===== config.mk =====
export PLATFORM = sky130hd
export DESIGN_NAME = ctrl_spi_slave
export DESIGN_NICKNAME = d
export VERILOG_FILES = /design/src/rtl/ctrl_spi_slave.sv
export SDC_FILE = /design/constraint.sdc
export NUM_CORES = 1
export LEC_CHECK = 0
export BUFFER_PORTS_ARGS = -buffer_cell sky130_fd_sc_hd__buf_2
export CAP_MARGIN = 10
export CORE_UTILIZATION = 35
export CTS_CLUSTER_DIAMETER = 80
export DETAILED_ROUTE_END_ITERATION = 7
export REMOVE_ABC_BUFFERS = 1
export SLEW_MARGIN = 20
export SYNTH_ARGS = -nofsm -noshare
export SYNTH_HDL_FRONTEND = slang
export SYNTH_SLANG_ARGS = --single-unit

===== constraint.sdc =====
create_clock -name clk -period 3.09 [get_ports clk]
set_input_delay 0.1545 -clock clk [delete_from_list [all_inputs] [get_ports clk]]
set_output_delay 0.1545 -clock clk [all_outputs]
set_load 0.01 [all_outputs]

===== src/rtl/ctrl_spi_slave.sv =====
// SPI mode-3 target with qmem-mapped RX/TX byte FIFOs, status flags and a level irq.
// The SPI pins are asynchronous and are oversampled in the clk domain.
module ctrl_spi_slave_fifo #(
  parameter int W  = 8,
  parameter int AW = 3
) (
  input  logic          clk,
  input  logic          rst_n,
  input  logic          flush,
  input  logic          push,
  input  logic          pop,
  input  logic [W-1:0]  wdata,
  output logic [W-1:0]  rdata,
  output logic [AW:0]   count,
  output logic          empty,
  output logic          full
);
  logic [W-1:0]  mem_q [0:(1<<AW)-1];
  logic [AW-1:0] wp_q, wp_d, rp_q, rp_d;
  logic [AW:0]   cnt_q, cnt_d;
  logic          do_push, do_pop;

  assign empty   = (cnt_q == '0);
  assign full    = cnt_q[AW];
  assign count   = cnt_q;
  assign rdata   = mem_q[rp_q];
  // Flush overrides any push/pop issued in the same cycle.
  assign do_push = push & ~full & ~flush;
  assign do_pop  = pop & ~empty & ~flush;

  always_comb begin
    wp_d  = wp_q + AW'(do_push);
    rp_d  = rp_q + AW'(do_pop);
    cnt_d = cnt_q + (AW+1)'(do_push) - (AW+1)'(do_pop);
    if (flush) begin
      wp_d  = '0;
      rp_d  = '0;
      cnt_d = '0;
    end
  end

  always_ff @(posedge clk or negedge rst_n) begin
    if (!rst_n) begin
      wp_q  <= '0;
      rp_q  <= '0;
      cnt_q <= '0;
    end else begin
      wp_q  <= wp_d;
      rp_q  <= rp_d;
      cnt_q <= cnt_d;
    end
  end

  always_ff @(posedge clk) begin
    if (do_push) mem_q[wp_q] <= wdata;
  end
endmodule

module ctrl_spi_slave #(
  parameter int QAW     = 22,
  parameter int QDW     = 32,
  parameter int QSW     = QDW/8,
  parameter int FIFO_AW = 3
) (
  input  logic           clk,
  input  logic           rst_n,
  input  logic [QAW-1:0] adr,
  input  logic           cs,
  input  logic           we,
  input  logic [QSW-1:0] sel,
  input  logic [QDW-1:0] dat_w,
  output logic [QDW-1:0] dat_r,
  output logic           ack,
  output logic           err,
  input  logic           spi_cs_n,
  input  logic           spi_clk,
  input  logic           spi_di,
  output logic           spi_do,
  output logic           spi_do_oe,
  output logic           irq
);
  logic [1:0] sclk_s_q, di_s_q, csn_s_q, warm_q;
  logic       sclk_d_q, csn_d_q, armed_q;
  logic [2:0] bit_cnt_q, bit_cnt_d;
  logic [7:0] rx_shift_q, rx_shift_d, tx_shift_q, tx_shift_d, idle_q, idle_d, rx_byte;
  logic       first_q, first_d, ovr_q, ovr_d, und_q, und_d, irq_q, irq_d;
  logic [2:0] ctrl_q, ctrl_d;
  logic [1:0] radr_q, radr_d;
  logic       rd_q, rd_d;
  logic [7:0] rx_head, tx_head;
  logic [FIFO_AW:0] rx_cnt, tx_cnt;
  logic       rx_empty, rx_full, tx_empty, tx_full;
  logic       rx_push, tx_pop, rd_pop, load_next, tx_push, rx_flush, tx_flush;
  logic       wr_data, wr_stat, wr_ctrl, wr_idle;
  logic       sclk_rise, sclk_fall, cs_act, frame_start, cs_end;
  logic [1:0] reg_sel;
  logic       unused_ok;

  assign reg_sel  = adr[3:2];
  assign wr_data  = cs & we & (reg_sel == 2'd0);
  assign wr_stat  = cs & we & (reg_sel == 2'd1);
  assign wr_ctrl  = cs & we & (reg_sel == 2'd2);
  assign wr_idle  = cs & we & (reg_sel == 2'd3);
  assign ack      = ~(wr_data & tx_full);
  assign err      = 1'b0;
  assign tx_push  = wr_data & ~tx_full;
  assign rx_flush = wr_ctrl & dat_w[8];
  assign tx_flush = wr_ctrl & dat_w[9];
  assign rd_pop   = rd_q & (radr_q == 2'd0) & ~rx_empty;
  assign unused_ok = ^{sel, adr[QAW-1:4], adr[1:0], dat_w[QDW-1:10]};

  assign sclk_rise = sclk_s_q[1] & ~sclk_d_q;
  assign sclk_fall = ~sclk_s_q[1] & sclk_d_q;
  // armed_q blocks a CS that was already low when reset released from starting a frame.
  assign cs_act      = armed_q & ~csn_s_q[1];
  assign frame_start = cs_act & csn_d_q;
  assign cs_end      = csn_s_q[1] & ~csn_d_q;
  assign rx_byte     = {rx_shift_q[6:0], di_s_q[1]};
  assign spi_do      = cs_act ? tx_shift_q[7] : 1'b1;
  assign spi_do_oe   = cs_act;
  assign irq         = irq_q;

  ctrl_spi_slave_fifo #(.W(8), .AW(FIFO_AW)) u_rx (
    .clk(clk), .rst_n(rst_n), .flush(rx_flush), .push(rx_push), .pop(rd_pop),
    .wdata(rx_byte), .rdata(rx_head), .count(rx_cnt), .empty(rx_empty), .full(rx_full));

  ctrl_spi_slave_fifo #(.W(8), .AW(FIFO_AW)) u_tx (
    .clk(clk), .rst_n(rst_n), .flush(tx_flush), .push(tx_push), .pop(tx_pop),
    .wdata(dat_w[7:0]), .rdata(tx_head), .count(tx_cnt), .empty(tx_empty), .full(tx_full));

  always_comb begin
    bit_cnt_d  = bit_cnt_q;
    rx_shift_d = rx_shift_q;
    tx_shift_d = tx_shift_q;
    first_d    = first_q;
    ovr_d      = ovr_q & ~(wr_stat & dat_w[4]);
    und_d      = und_q & ~(wr_stat & dat_w[5]);
    rx_push    = 1'b0;
    tx_pop     = 1'b0;
    load_next  = 1'b0;
    if (frame_start) begin
      bit_cnt_d  = '0;
      rx_shift_d = '0;
      first_d    = 1'b1;
      load_next  = 1'b1;
    end else if (cs_act && sclk_rise) begin
      rx_shift_d = rx_byte;
      bit_cnt_d  = bit_cnt_q + 3'd1;
      if (bit_cnt_q == 3'd7) begin
        rx_push = 1'b1;
        first_d = 1'b0;
        if (rx_full) ovr_d = 1'b1;
      end
    end else if (cs_act && sclk_fall) begin
      if (bit_cnt_q != 3'd0) tx_shift_d = {tx_shift_q[6:0], 1'b1};
      else if (!first_q)     load_next  = 1'b1;
    end else if (cs_end) begin
      bit_cnt_d = '0;
    end
    if (load_next) begin
      if (tx_empty) begin
        tx_shift_d = idle_q;
        und_d      = 1'b1;
      end else begin
        tx_shift_d = tx_head;
        tx_pop     = 1'b1;
      end
    end
  end

  always_comb begin
    ctrl_d = wr_ctrl ? dat_w[2:0] : ctrl_q;
    idle_d = wr_idle ? dat_w[7:0] : idle_q;
    radr_d = cs ? reg_sel : radr_q;
    rd_d   = cs & ~we;
    irq_d  = (ctrl_q[0] & ~rx_empty) | (ctrl_q[1] & tx_empty) | (ctrl_q[2] & (ovr_q | und_q));
    case (radr_q)
      2'd0:    dat_r = QDW'({24'h0, rx_empty ? 8'h00 : rx_head});
      2'd1:    dat_r = QDW'({8'h0, 8'(tx_cnt), 8'(rx_cnt), 1'b0, cs_act, und_q, ovr_q,
                             tx_full, tx_empty, rx_full, ~rx_empty});
      2'd2:    dat_r = QDW'({29'h0, ctrl_q});
      default: dat_r = QDW'({24'h0, idle_q});
    endcase
  end

  always_ff @(posedge clk or negedge rst_n) begin
    if (!rst_n) begin
      sclk_s_q   <= 2'b11;
      di_s_q     <= 2'b11;
      csn_s_q    <= 2'b11;
      sclk_d_q   <= 1'b1;
      csn_d_q    <= 1'b1;
      warm_q     <= 2'b00;
      armed_q    <= 1'b0;
      bit_cnt_q  <= '0;
      rx_shift_q <= '0;
      tx_shift_q <= 8'hFF;
      first_q    <= 1'b1;
      ovr_q      <= 1'b0;
      und_q      <= 1'b0;
      irq_q      <= 1'b0;
      ctrl_q     <= '0;
      idle_q     <= 8'hFF;
      radr_q     <= '0;
      rd_q       <= 1'b0;
    end else begin
      sclk_s_q   <= {sclk_s_q[0], spi_clk};
      di_s_q     <= {di_s_q[0], spi_di};
      csn_s_q    <= {csn_s_q[0], spi_cs_n};
      sclk_d_q   <= sclk_s_q[1];
      csn_d_q    <= csn_s_q[1];
      warm_q     <= {warm_q[0], 1'b1};
      armed_q    <= armed_q | (warm_q[1] & csn_s_q[1]);
      bit_cnt_q  <= bit_cnt_d;
      rx_shift_q <= rx_shift_d;
      tx_shift_q <= tx_shift_d;
      first_q    <= first_d;
      ovr_q      <= ovr_d;
      und_q      <= und_d;
      irq_q      <= irq_d;
      ctrl_q     <= ctrl_d;
      idle_q     <= idle_d;
      radr_q     <= radr_d;
      rd_q       <= rd_d;
    end
  end
endmodule


* Word level (Yosys, flattened, before mapping) *
Memories as Yosys holds them, arrays and structs flattened.
Cells that the tools add are included.

operators by class
  magnitude comparators = 0
  reduce and logical (&&, ||, !) cells = 15
  div/mod/pow operators = 0
  $add $sub $neg = 9
  multipliers = 0
  bitwise gates (word level) = 51
  equal/unequal tests = 9
  shift operators = 0
  multiplexer cells = 44

operators with widths
  kind                                                              count
  20-bit one-hot mux with 3 select lines                            1
  8-bit two-way mux                                                 7
  1-bit AND                                                         33
  1-bit two-way mux                                                 24
  3-bit two-way mux                                                 8
  7-bit two-way mux                                                 2
  1-bit inverter                                                    14
  3-bit by 1-bit adder with 3-bit output                            4
  4-bit by 1-bit adder with 4-bit output                            2
  4-bit logical NOT                                                 2
  4-bit two-way mux                                                 2
  2-bit nonzero test                                                4
  4-bit by 1-bit subtractor with 4-bit output                       2
  2-bit == test (second input constant)                             3
  3-bit nonzero test                                                2
  2-bit by 1-bit == test with 1-bit output (second input constant)  2
  2-bit logical NOT                                                 2
  2-bit != test (second input constant)                             2
  1-bit OR                                                          4
  2-bit AND reduction                                               2
  4-bit AND reduction                                               1
  3-bit by 1-bit adder with 3-bit output (second input constant)    1
  3-bit == test (second input constant)                             1
  3-bit != test (second input constant)                             1
  1-bit logical AND                                                 2

word-level totals
  memories = 2
  RAM bits = 128
  bits of input ports = 65
  ROM bits = 0
  logic and storage cells = 154
  latch bits = 0
  output and inout bits = 37
  register bits = 67

memories
  name        depth  width  rd ports  clocked after Yosys merged registers in  wr ports  RTL line  text
  u_rx.mem_q  8      8      1         0                                        1         18        logic [W-1:0] mem_q [0:(1<<AW)-1];
  u_tx.mem_q  8      8      1         0                                        1         18

* Depth between registers and ports, before layout *
Gate-level depths: netlist (run 1).

  depth after elaboration = 11
  mapped depth = 12
  mapped depth without buffers = 12

* Cells and area by module *
Synthesis (run 1) repeated with hierarchy kept, for this count alone.

second synthesis, totals
  cell total of the unflattened synthesis = 535
  area, all modules = 8608.3 sq um

by module, submodules not included
  module               area an instance (sq um)  cells each  times used  sequential area each (sq um)
  ctrl_spi_slave_fifo  3079.2                    155         2           2172.1
  ctrl_spi_slave       2449.8                    225         1           1207.4

* Worst setup path before layout (run 1) *
No wires, ideal clock.

  path type = register to register
  start = register bit_cnt_q[0]
  end = register u_tx.cnt_q[3] (netlist: u_tx.count[3])
  stages on the path, launching flop included = 13
  data arrival time = 2433 ps
  buffers on the path = 1
  slack = 535 ps
  data required time = 2968 ps
  library setup time = 122 ps
  period minus slack after synthesis = 2555 ps
  cell sequence = dfrtp_1 > inv_1 > ha_1 > nand2b_1 > clkbuf_1 > o31ai_2 > nand3_1 > or2_2 > ha_1 > a21o_1 > a21oi_1 > xnor2_1 > nor2_1

between the ends
  longest elaborated chain between the ends = 10

RTL lines
  item                                         RTL line  text
  start: declaration                           84        logic [2:0] bit_cnt_q, bit_cnt_d;
  start signal: assignment                     214       bit_cnt_q <= bit_cnt_d;
  3-bit nonzero test                           155       if (bit_cnt_q != 3'd0) tx_shift_d = {tx_shift_q[6:0], 1'b1};
  1-bit two-way mux                            155
  1-bit two-way mux                            154       end else if (cs_act && sclk_fall) begin
  1-bit two-way mux                            146       end else if (cs_act && sclk_rise) begin
  1-bit two-way mux                            141       if (frame_start) begin
  1-bit two-way mux                            160       if (load_next) begin
  1-bit AND (2 in a row)                       29        assign do_pop = pop & ~empty & ~flush;
  4-bit by 1-bit subtractor with 4-bit output  34        cnt_d = cnt_q + (AW+1)'(do_push) - (AW+1)'(do_pop);
  4-bit two-way mux                            35        if (flush) begin
  net u_tx.cnt_d[3]                            20        logic [AW:0] cnt_q, cnt_d;
  end signal: assignment                       50        cnt_q <= cnt_d;
  end: declaration                             20

The timed path passes the listed nets, and every way through them passes these cells.
A chain may end at the register's enable or synchronous reset.

* Worst setup path after layout (run 1) *
  start = input port we
  end = register u_rx.cnt_q[2] (netlist: u_rx.count[2])

between the ends
  longest elaborated chain between the ends = 8
  elaborated cells between the ends (all ways) = 9
  those cells by class = add/sub: 2; mux: 1; bitwise: 6

RTL lines
  item                                         RTL line  text
  start: declaration                           69        input logic we,
  1-bit AND * (2 in a row)                     102       assign wr_ctrl = cs & we & (reg_sel == 2'd2);
  1-bit AND *                                  107       assign rx_flush = wr_ctrl & dat_w[8];
  1-bit inverter                               28, 29
  1-bit AND                                    28        assign do_push = push & ~full & ~flush;
  4-bit by 1-bit adder with 4-bit output       34
  4-bit by 1-bit subtractor with 4-bit output  34
  4-bit two-way mux *                          35
  net u_rx.cnt_d[2]                            20
  end signal: assignment                       50
  end: declaration                             20

The timed path passes the listed nets; every way through them passes the cells marked *.

==> qor.yml, run 1 <==
synth:
  synthFlopType: "edfxtp_1"
  synth_seq_area_share: 0.665
  ys_ff_latch: 195
  syn_inst: 523
  yosys-top-cells-count: "edfxtp_1 (128), dfrtp_1 (42), mux4_2 (32)"
  synth_top_area_cell: "edfxtp_1"
  yosysTopAreaCellShare: 0.460
  synth_area_um2: 8350
  synth-edff-count: 128
  syn_avg_cell_area_um2: 16.0
  yosys_warnings: 0
  yosys-top-cells-area: "edfxtp_1 (46%), dfrtp_1 (13%), mux4_2 (8.6%)"
  yosysMostFrequentCell: "edfxtp_1"
  async_flop_share: 0.344
  synth.distinct_cells: 55
die:
  fp.dieH_um: 156
  rows: 56
  io_pins: 102
  initial_core_util: 0.357
  die_x_um: 156
  design.core.area_um2: 23400
  fp.dieArea_um2: 24500
sta:
  setup_viol: 0
  holdWs_ns: 0.0258
  layout_min_cycle_time_ns: 2.61
  maxSlewHeadroom: 0.406
  layout_worst_path_cycle_share: 0.846
  tightestPinTransition_ns: 0.891
  hold_violations: 0
  finalWorstSetupSlack_ns: 0.476
  rsz0062_at_grt: "false"
  finalSetupTns_ns: 0
  drv_slew: 0
  fmax_ghz: 0.383
  skew_ns: 0.00868
setup_path:
  cp-end-kind: "register"
  start_kind: "primary input"
  critPathMaxFanout: 7
  crit_type: "in2reg"
  cp_data_required_time_ns: 3.41
  crit_arrival_ns: 2.93
layout:
  nets: 675
  drive_gt1_frac: 0.296
  fillers: 2154
  fin_cells: 921
  diodes: 0
  final_area_um2: 9610
  areaGrowthSynthToFinish_pct: 15.0
place:
  io_buffers: 38
  postPlaceCellArea_um2: 8970
  pre_cts_ws_ns: 0.472
  hpwlAfterDp_mm: 11.9
  routabilityCongestion: 0.800
  dp.cells: 884
pwr:
  seq_power_share: 0.465
  p_comb_frac: 0.230
  internal_power_mw: 5.07
  p_sw_mw: 2.09
  p_leak_nw: 3.59
  p_per_area_nw_per_um2: 745
  switching_share: 0.291
  ir_worst_vdd_v: 0.000390
  pwr-share-clk: 0.305
clock_network:
  cts_tree: "built"
  cts-root-buf: "clkbuf_16"
  post-cts-setup-buffers: 0
  cts_resized: 0
  clk_pin_slew_ns: 0.07
  clkLatencyLatePin_ns: 0.43
  cts_buffers: 17
  clkSinkCount: 195
  htreeDepth: 4
  cts_buffer_depth: 2
grt:
  antenna_found_initial: 0
  grt_pass1_wl_mm: 27.3
  grt_pass1_vias: 4881
  grt-ovfl-total: 0
  track_usage: 0.153
  grt_start_max_net_pins: 68
routing:
  dr.pass1.iters: 7
  drt_iter0_markers: 318
  ant_nets: 0
  wire_per_inst_um: 18.7
  viasPerCell: 4.88
  wl_mm: 17.2
  drc: 1
  via_count: 4499
outcome:
  status: "complete, but fails checks"
  violations: "DRC"
flow_run:
  drv_cap: 0
min_path:
  hold_class: "in2reg"
## sequential cells by signal, summed over array words and instances, names as in the netlist, 3 cells and up
name	cells
u_rx.mem_q	64
rx_shift_q	7
u_rx.count	4
bit_cnt_q	3
u_rx.wp_q	3
u_tx.rp_q	3
idle_q	8
u_tx.mem_q	64
u_tx.count	4
u_tx.wp_q	3
u_rx.rp_q	3
tx_shift_q	8
ctrl_q	3
## cell families (layout without fill, tap and decap cells)
logic type	count (synthesis)	in the layout	share of synthesized area
AND/OR/NAND/NOR	127	127	0.0827
other	2	18	0.000899
adder cells (fa/ha/maj)	21	21	0.0333
flip-flops	195	195	0.665
AO/OA/AOI/OAI	52	52	0.0442
multiplexers	67	67	0.131
buffers and inverters	50	113	0.0334
XOR/XNOR	9	9	0.00944
## cell type report
class	instances	area (um2)	area share
inverter	14	52.6	0.00547
tap	319	399	0.0416
clock buffer	18	439	0.0457
timing repair buffer	67	433	0.0451
sequential	195	5550	0.578
clock inverter	14	145	0.0151
multi-input combinational	294	2580	0.269
## final timing paths
check	endpoint	from	depth (start not counted)	slack, ns
min in group asynchronous	u_rx.wp_q[2]	rst_n	3	0.45
worst max-delay path	u_rx.count[2]	we	12	0.48
max in group asynchronous	warm_q[0]	rst_n	3	2.04
worst min-delay path	radr_q[0]	adr[2]	2	0.03
worst min register to register	csn_s_q[1]	csn_s_q[0]	0	0.36
worst max register to register	u_tx.count[3]	bit_cnt_q[0]	11	0.48
## stage by stage
stage / power, mW / util
final: 7.16 / 0.410
after floorplan: 4.46 / -
after global placement: 4.98 / 0.383
after detailed placement: 5.05 / 0.383
after global routing: 7.54 / 0.410
after CTS: 7.24 / 0.410
## cell usage in the layout (no fill, tap or decap), drive strengths merged, types with 2 or more instances in the layout
master         n
ha            19
conb          18
buf           62
or4            3
fa             2
a21oi         11
and2          23
mux4          32
nand3          5
mux2          20
nand3b         2
dlygate4sd3    5
a22o          10
a22oi          2
edfxtp       128
o21ai         12
clkinvlp       2
nor4           2
nand2b         7
mux2i         15
clkinv         4
o32a           6
nor3b          2
nand2         25
dfstp         25
inv           21
nor2          25
nor3          14
nor2b          5
a21o           3
o31ai          2
and3           6
dfrtp         42
xnor2          9
clkbuf        18
## critical path, cell delays in order
cell	delay, ns
dlygate4sd3_1	0.52
buf_2	0.13
and4b_1	0.46
nand2_1	0.26
nand2_1	0.13
nor2_1	0.07
ha_1	0.30
inv_1	0.04
ha_1	0.21
fa_1	0.38
xnor2_1	0.20
nor2_1	0.07
## what timing repair did
| item | in CTS | in global routing |
|---|---|---|
| setup endpoints to repair | 0 | 0 |
| hold endpoints to repair | 46 | 0 |
| hold buffers | 5 | 0 |
## power by group through the flow
stage / clock [mW] / combinational, mW / sequential [mW]
6_report: 2.18 / 1.65 / 3.33
5_1_grt: 2.32 / 1.85 / 3.36
3_3_place_gp: 0 / 1.61 / 3.37
3_5_place_dp: 0 / 1.66 / 3.38
2_1_floorplan: 0 / 1.10 / 3.36
4_1_cts: 2.23 / 1.68 / 3.33
## per-layer routing
| layer | track usage | part of all wire | wire, um | vias up |
|---|---|---|---|---|
| met5 | 0 | 0 | 0 | - |
| met4 | 0.0663 | 0.028 | 473 | 0 |
| met3 | 0.0310 | 0.033 | 562 | 29 |
| met2 | 0.266 | 0.52 | 8950 | 83 |
| met1 | 0.183 | 0.42 | 7190 | 2309 |
| li1 | - | - | - | 2078 |
No activity file was read; power rests on OpenSTA's default activity.
==> run 2: changes to the inputs <==
- clock period: 3.09 -> 2.6 ns (I/O delays scaled with it)
==> run 2 against run 1 <==
Against the previous run: the flow still finishes with violations (DRC); critical path depth unchanged; sequential power up 17%; largest cell class unchanged; critical path type unchanged; clock skew down 0.0012 ns; clock power up 24%; hold slack worse by 0.013 ns; count of clock-buffer cells in the layout unchanged; die area unchanged; final area up 2.0%; core utilization up 0.83 points; total power up 21%; via count up 1.1%; routed wire length up 0.74%.
==> qor.yml, run 2 (same netlist as run 1, synthesis figures left out) <==
pwr:
  ir_worst_vdd_v: 0.000449
  p_per_area_nw_per_um2: 884
  p_leak_nw: 3.70
  total_power_mw: 8.66
setup_path:
  reg2reg_depth: 6
  crit_type: "in2reg"
  crit_arrival_ns: 2.75
  cp_data_required_time_ns: 2.93
  start_kind: "primary input"
  critPathMaxFanout: 7
  reg2reg_from: "sclk_s_q[1]"
  rrSetupSlack_ns: 0.18
  regToRegEndpoint: "u_rx.mem_q[1][3]"
  cp-end-kind: "register"
outcome:
  status: "complete, but fails checks"
  violations: "DRC"
min_path:
  min_from: "dat_w[6]"
  hold_depth: 1
  min_to: "u_tx.mem_q[4][6]"
  hold_class: "in2reg"
place:
  postPlaceCellArea_um2: 9080
  hpwlAfterDp_mm: 12.0
  routabilityCongestion: 0.839
  io_buffers: 38
sta:
  setup_viol: 0
  layout_min_cycle_time_ns: 2.42
  finalSetupTns_ns: 0
  holdWs_ns: 0.0125
  hold_violations: 0
  maxSlewHeadroom: 0.427
  skew_ns: 0.00747
  tightestPinTransition_ns: 0.859
  drv_slew: 0
  layout_worst_path_cycle_share: 0.932
  fmax_ghz: 0.413
layout:
  final_common_cell: "edfxtp_1"
  drive_gt1_frac: 0.308
  nets: 693
  top_regs: "u_rx.mem_q: 64 flops, u_tx.mem_q: 64 flops"
  final_cell_mix: "edfxtp_1 (128), dfrtp_1 (42), buf_2 (38), buf_4 (34), mux4_2 (32)"
  areaGrowthSynthToFinish_pct: 17.4
  diodes: 0
  final_area_um2: 9800
routing:
  dr.pass1.iters: 6
  drt_iter0_markers: 313
  wl_mm: 17.3
  wire_per_inst_um: 18.4
  ant_nets: 0
  viasPerCell: 4.84
  via_count: 4549
  drc: 1
grt:
  grt-ovfl-total: 0
  antenna_found_initial: 0
  track_usage: 0.153
  grt_pass1_wl_mm: 27.0
  grt_pass1_vias: 4734
  grt_start_max_net_pins: 38
clock_network:
  htreeDepth: 4
  clkLatencyLatePin_ns: 0.43
  cts_buffers: 17
  cts_buffer_depth: 2
  cts-root-buf: "clkbuf_16"
  clkSinkCount: 195
  clk_pin_slew_ns: 0.07
  cts_tree: "built"
  post-cts-setup-buffers: 0
die:
  design.core.area_um2: 23400
  rows: 56
  initial_core_util: 0.357
  fp.dieH_um: 156
  io_pins: 102
  fp.dieArea_um2: 24500
  die_x_um: 156
flow_run:
  drv_cap: 0
run 2: layer usage:
metal,up-vias,routed length [um],track usage
met5,-,0,0
met4,0,345,0.0593
met3,21,592,0.0338
met2,89,9310,0.272
met1,2309,7060,0.179
li1,2130,-,-
run 2: cell type report:
type	instances	area, um2
timing repair buffer	85	597
fill	2146	13600
multi-input combinational	294	2590
inverter	14	52.6
clock buffer	18	439
clock inverter	14	169
tap	319	399
sequential	195	5550
run 2: where the power goes:
| group | total, mW | internal, mW | switching, mW |
|---|---|---|---|
| Sequential | 3.91 | 3.59 | 0.314 |
| Clock | 2.70 | 1.48 | 1.21 |
| Combinational | 2.06 | 1.09 | 0.965 |
run 2: metrics by stage:
step            util  setup slack (ns)  std cells
2_1_floorplan      -            0.0878        503
3_3_place_gp   0.388             0.144        897
3_5_place_dp   0.388             0.111        897
4_1_cts        0.418            0.0873        939
5_1_grt        0.419           -0.0103        939
6_report       0.419             0.177        939
run 2: worst max-delay path: stages:
cell and delay (ns):
dlygate4sd3_1 0.53, buf_2 0.15, and4b_1 0.40, nand2_1 0.21, nand2_1 0.11, nor2_1 0.07, ha_1 0.27, inv_1 0.03
ha_1 0.19, fa_1 0.39, xnor2_1 0.18, nor2_1 0.07
run 2: worst max-delay path by stage:
stage / start / end / slack, ns / cells after the start
2_1_floorplan: sclk_d_q / u_tx.count[3] / 0.09 / 9
3_3_place_gp: sclk_s_q[1] / u_rx.mem_q[1][3] / 0.14 / 6
3_5_place_dp: sclk_s_q[1] / u_rx.mem_q[1][3] / 0.11 / 6
4_1_cts: sclk_s_q[1] / u_rx.mem_q[1][3] / 0.09 / 6
5_1_grt: sclk_d_q / u_tx.count[3] / -0.01 / 9
6_report: adr[2] / u_rx.count[2] / 0.18 / 12
run 2: repair_timing:
action / 4_1_cts / 5_1_grt
gates resized for setup: 0 / 2
endpoints found under the setup margin: 0 / 17
hold buffers: 10 / 0
hold endpoints to repair: 36 / 0
==> run 3: changes to the inputs <==
- ABC_AREA: not set -> 1
==> run 3 against run 2 <==
Against the previous run: the flow now finishes without violations; via count is 25% higher; sequential share of layout area is 0.62 points lower; worst setup slack better by 0.018 ns; register-to-register slack better by 0.02 ns; final cell count is 29% higher; hold slack better by 0.00054 ns; combinational power is 14% higher; core utilization is 0.16 points lower; sequential power hardly changed; clock power is 6% lower.
==> qor.yml, run 3 <==
synth:
  synthFlopType: "edfxtp_1"
  synth_top_area_cell: "edfxtp_1"
  synth_area_um2: 8580
  yosysTopAreaCellShare: 0.448
  async_flop_share: 0.344
  synth_seq_area_share: 0.647
  syn_avg_cell_area_um2: 10.6
  synth.distinct_cells: 38
  ys_ff_latch: 195
  yosys-top-cells-count: "nand2_1 (138), edfxtp_1 (128), nor2_1 (119)"
  yosys-top-cells-area: "edfxtp_1 (45%), dfrtp_1 (12%), dfstp_2 (7.7%)"
  yosysMostFrequentCell: "nand2_1"
  yosys_warnings: 0
  synth-edff-count: 128
  syn_inst: 809
clock_network:
  cts_resized: 0
  cts_tree: "built"
  cts_buffer_depth: 2
  clkLatencyLatePin_ns: 0.44
  post-cts-setup-buffers: 0
  htreeDepth: 4
  cts_buffers: 17
  clkSinkCount: 195
  clk_pin_slew_ns: 0.07
  cts-root-buf: "clkbuf_16"
place:
  io_buffers: 38
  postPlaceCellArea_um2: 9210
  routabilityCongestion: 0.814
  hpwlAfterDp_mm: 12.3
sta:
  finalSetupTns_ns: 0
  setup_viol: 0
  fmax_ghz: 0.416
  maxSlewHeadroom: 0.608
  holdWs_ns: 0.0131
  tightestPinTransition_ns: 0.587
  skew_ns: 0.0124
  hold_violations: 0
  layout_min_cycle_time_ns: 2.41
  rsz0062_at_grt: "false"
  drv_slew: 0
  layout_worst_path_cycle_share: 0.925
layout:
  diodes: 0
  areaGrowthSynthToFinish_pct: 15.4
  nets: 968
  final_common_cell: "nand2_1"
  final_cell_mix: "nand2_1 (138), edfxtp_1 (128), nor2_1 (119), o21ai_0 (74), inv_1 (63)"
  multi_input_area_um2: 2550
  drive_gt1_frac: 0.182
  top_regs: "u_rx.mem_q: 64 flops, u_tx.mem_q: 64 flops"
  seqCellArea_um2: 5550
  final_area_um2: 9910
  fillers: 2243
routing:
  ant_nets: 0
  routed.top_layer: "met4"
  drc: 0
  routed-wl-met3_um: 602
  drt_iter0_markers: 500
  viasPerCell: 4.69
  dr.pass1.iters: 5
  wl_mm: 18.0
  wire_per_inst_um: 14.9
  routed-wl-met2_mm: 8.22
  via_count: 5693
  wl_met1_mm: 8.92
die:
  fp.dieH_um: 159
  die_x_um: 159
  fp.dieArea_um2: 25200
  rows: 56
  io_pins: 102
  initial_core_util: 0.361
  design.core.area_um2: 23800
grt:
  grt_start_max_net_pins: 37
  grt_pass1_vias: 5476
  grt-ovfl-total: 0
  grt_pass1_wl_mm: 29.4
  antenna_found_initial: 0
  track_usage: 0.157
setup_path:
  rrSetupSlack_ns: 0.19
  start_kind: "register"
  crit_type: "reg2reg"
  cp-end-kind: "register"
  cp_data_required_time_ns: 2.94
  critPathMaxFanout: 3
  crit_arrival_ns: 2.74
flow_run:
  drv_cap: 0
pwr:
  ir_worst_vdd_v: 0.000634
  p_per_area_nw_per_um2: 886
  p_leak_nw: 4.13
outcome:
  status: "complete, no violations"
min_path:
  hold_class: "in2reg"
## run 3: stage by stage
step                       util  cells  power, mW  setup WS [ns]
final                     0.417   1214       8.78          0.194
after floorplan               -    783       5.46          0.198
after CTS                 0.417   1214       8.86          0.163
after global placement    0.388   1169       6.25          0.287
after global routing      0.417   1214       9.37         0.0128
after detailed placement  0.388   1169       6.30          0.241
## run 3: logic make-up after synthesis
| family | share of synthesized area |
|---|---|
| simple gates | 0.170 |
| compound gates | 0.0762 |
| fa+ha+maj | 0.0324 |
| flops | 0.647 |
| mux | 0.00394 |
| xor+xnor | 0.00714 |
| other cells | 0.000875 |
| buf+inv | 0.0630 |
## run 3: repair_timing
item	CTS	global route
endpoints found under the setup margin	0	0
hold buffers	13	0
hold endpoints to repair	68	0
## run 3: worst max-delay path, stage by stage, from the launching register on
cell     delay, ns
dfrtp_1       0.39
inv_1         0.10
ha_1          0.15
nand2_1       0.08
nor2_2        0.18
nand2_2       0.10
a21oi_2       0.21
nand2_2       0.09
nand2_1       0.07
nand2_1       0.05
ha_1          0.22
fa_1          0.39
xor2_1        0.17
nand2_1       0.07
inv_1         0.04
## run 3: layer usage
metal / up-vias / track usage
li1: 2825 / -
met1: 2705 / 0.220
met2: 142 / 0.242
met3: 21 / 0.0229
met4: 0 / 0.0673
met5: - / 0
## run 3: worst paths after layout
check / from / end / cells past startpoint
min: dat_w[6] / u_tx.mem_q[2][6] / 1
max reg2reg: bit_cnt_q[0] / u_tx.count[2] / 14
min in group asynchronous: rst_n / di_s_q[1] / 2
min reg2reg: warm_q[0] / warm_q[1] / 0
max in group asynchronous: rst_n / tx_shift_q[1] / 3
max: bit_cnt_q[0] / u_tx.count[2] / 14
## run 3: power by group
group          leakage [nW]  switching [mW]  internal, mW
logic                  1.88            1.52         0.822
registers              1.96           0.274          3.61
clock network         0.280            1.20          1.35
total                  4.13            3.00          5.78
## run 3: layout make-up
| type | count | area share |
|---|---|---|
| clock buffers | 17 | 0.0429 |
| clock inverters | 15 | 0.0146 |
| inverters | 79 | 0.0299 |
| multi-input cells | 509 | 0.258 |
| flip-flops and latches | 195 | 0.560 |
| well taps | 319 | 0.0403 |
| repair buffers | 80 | 0.0543 |
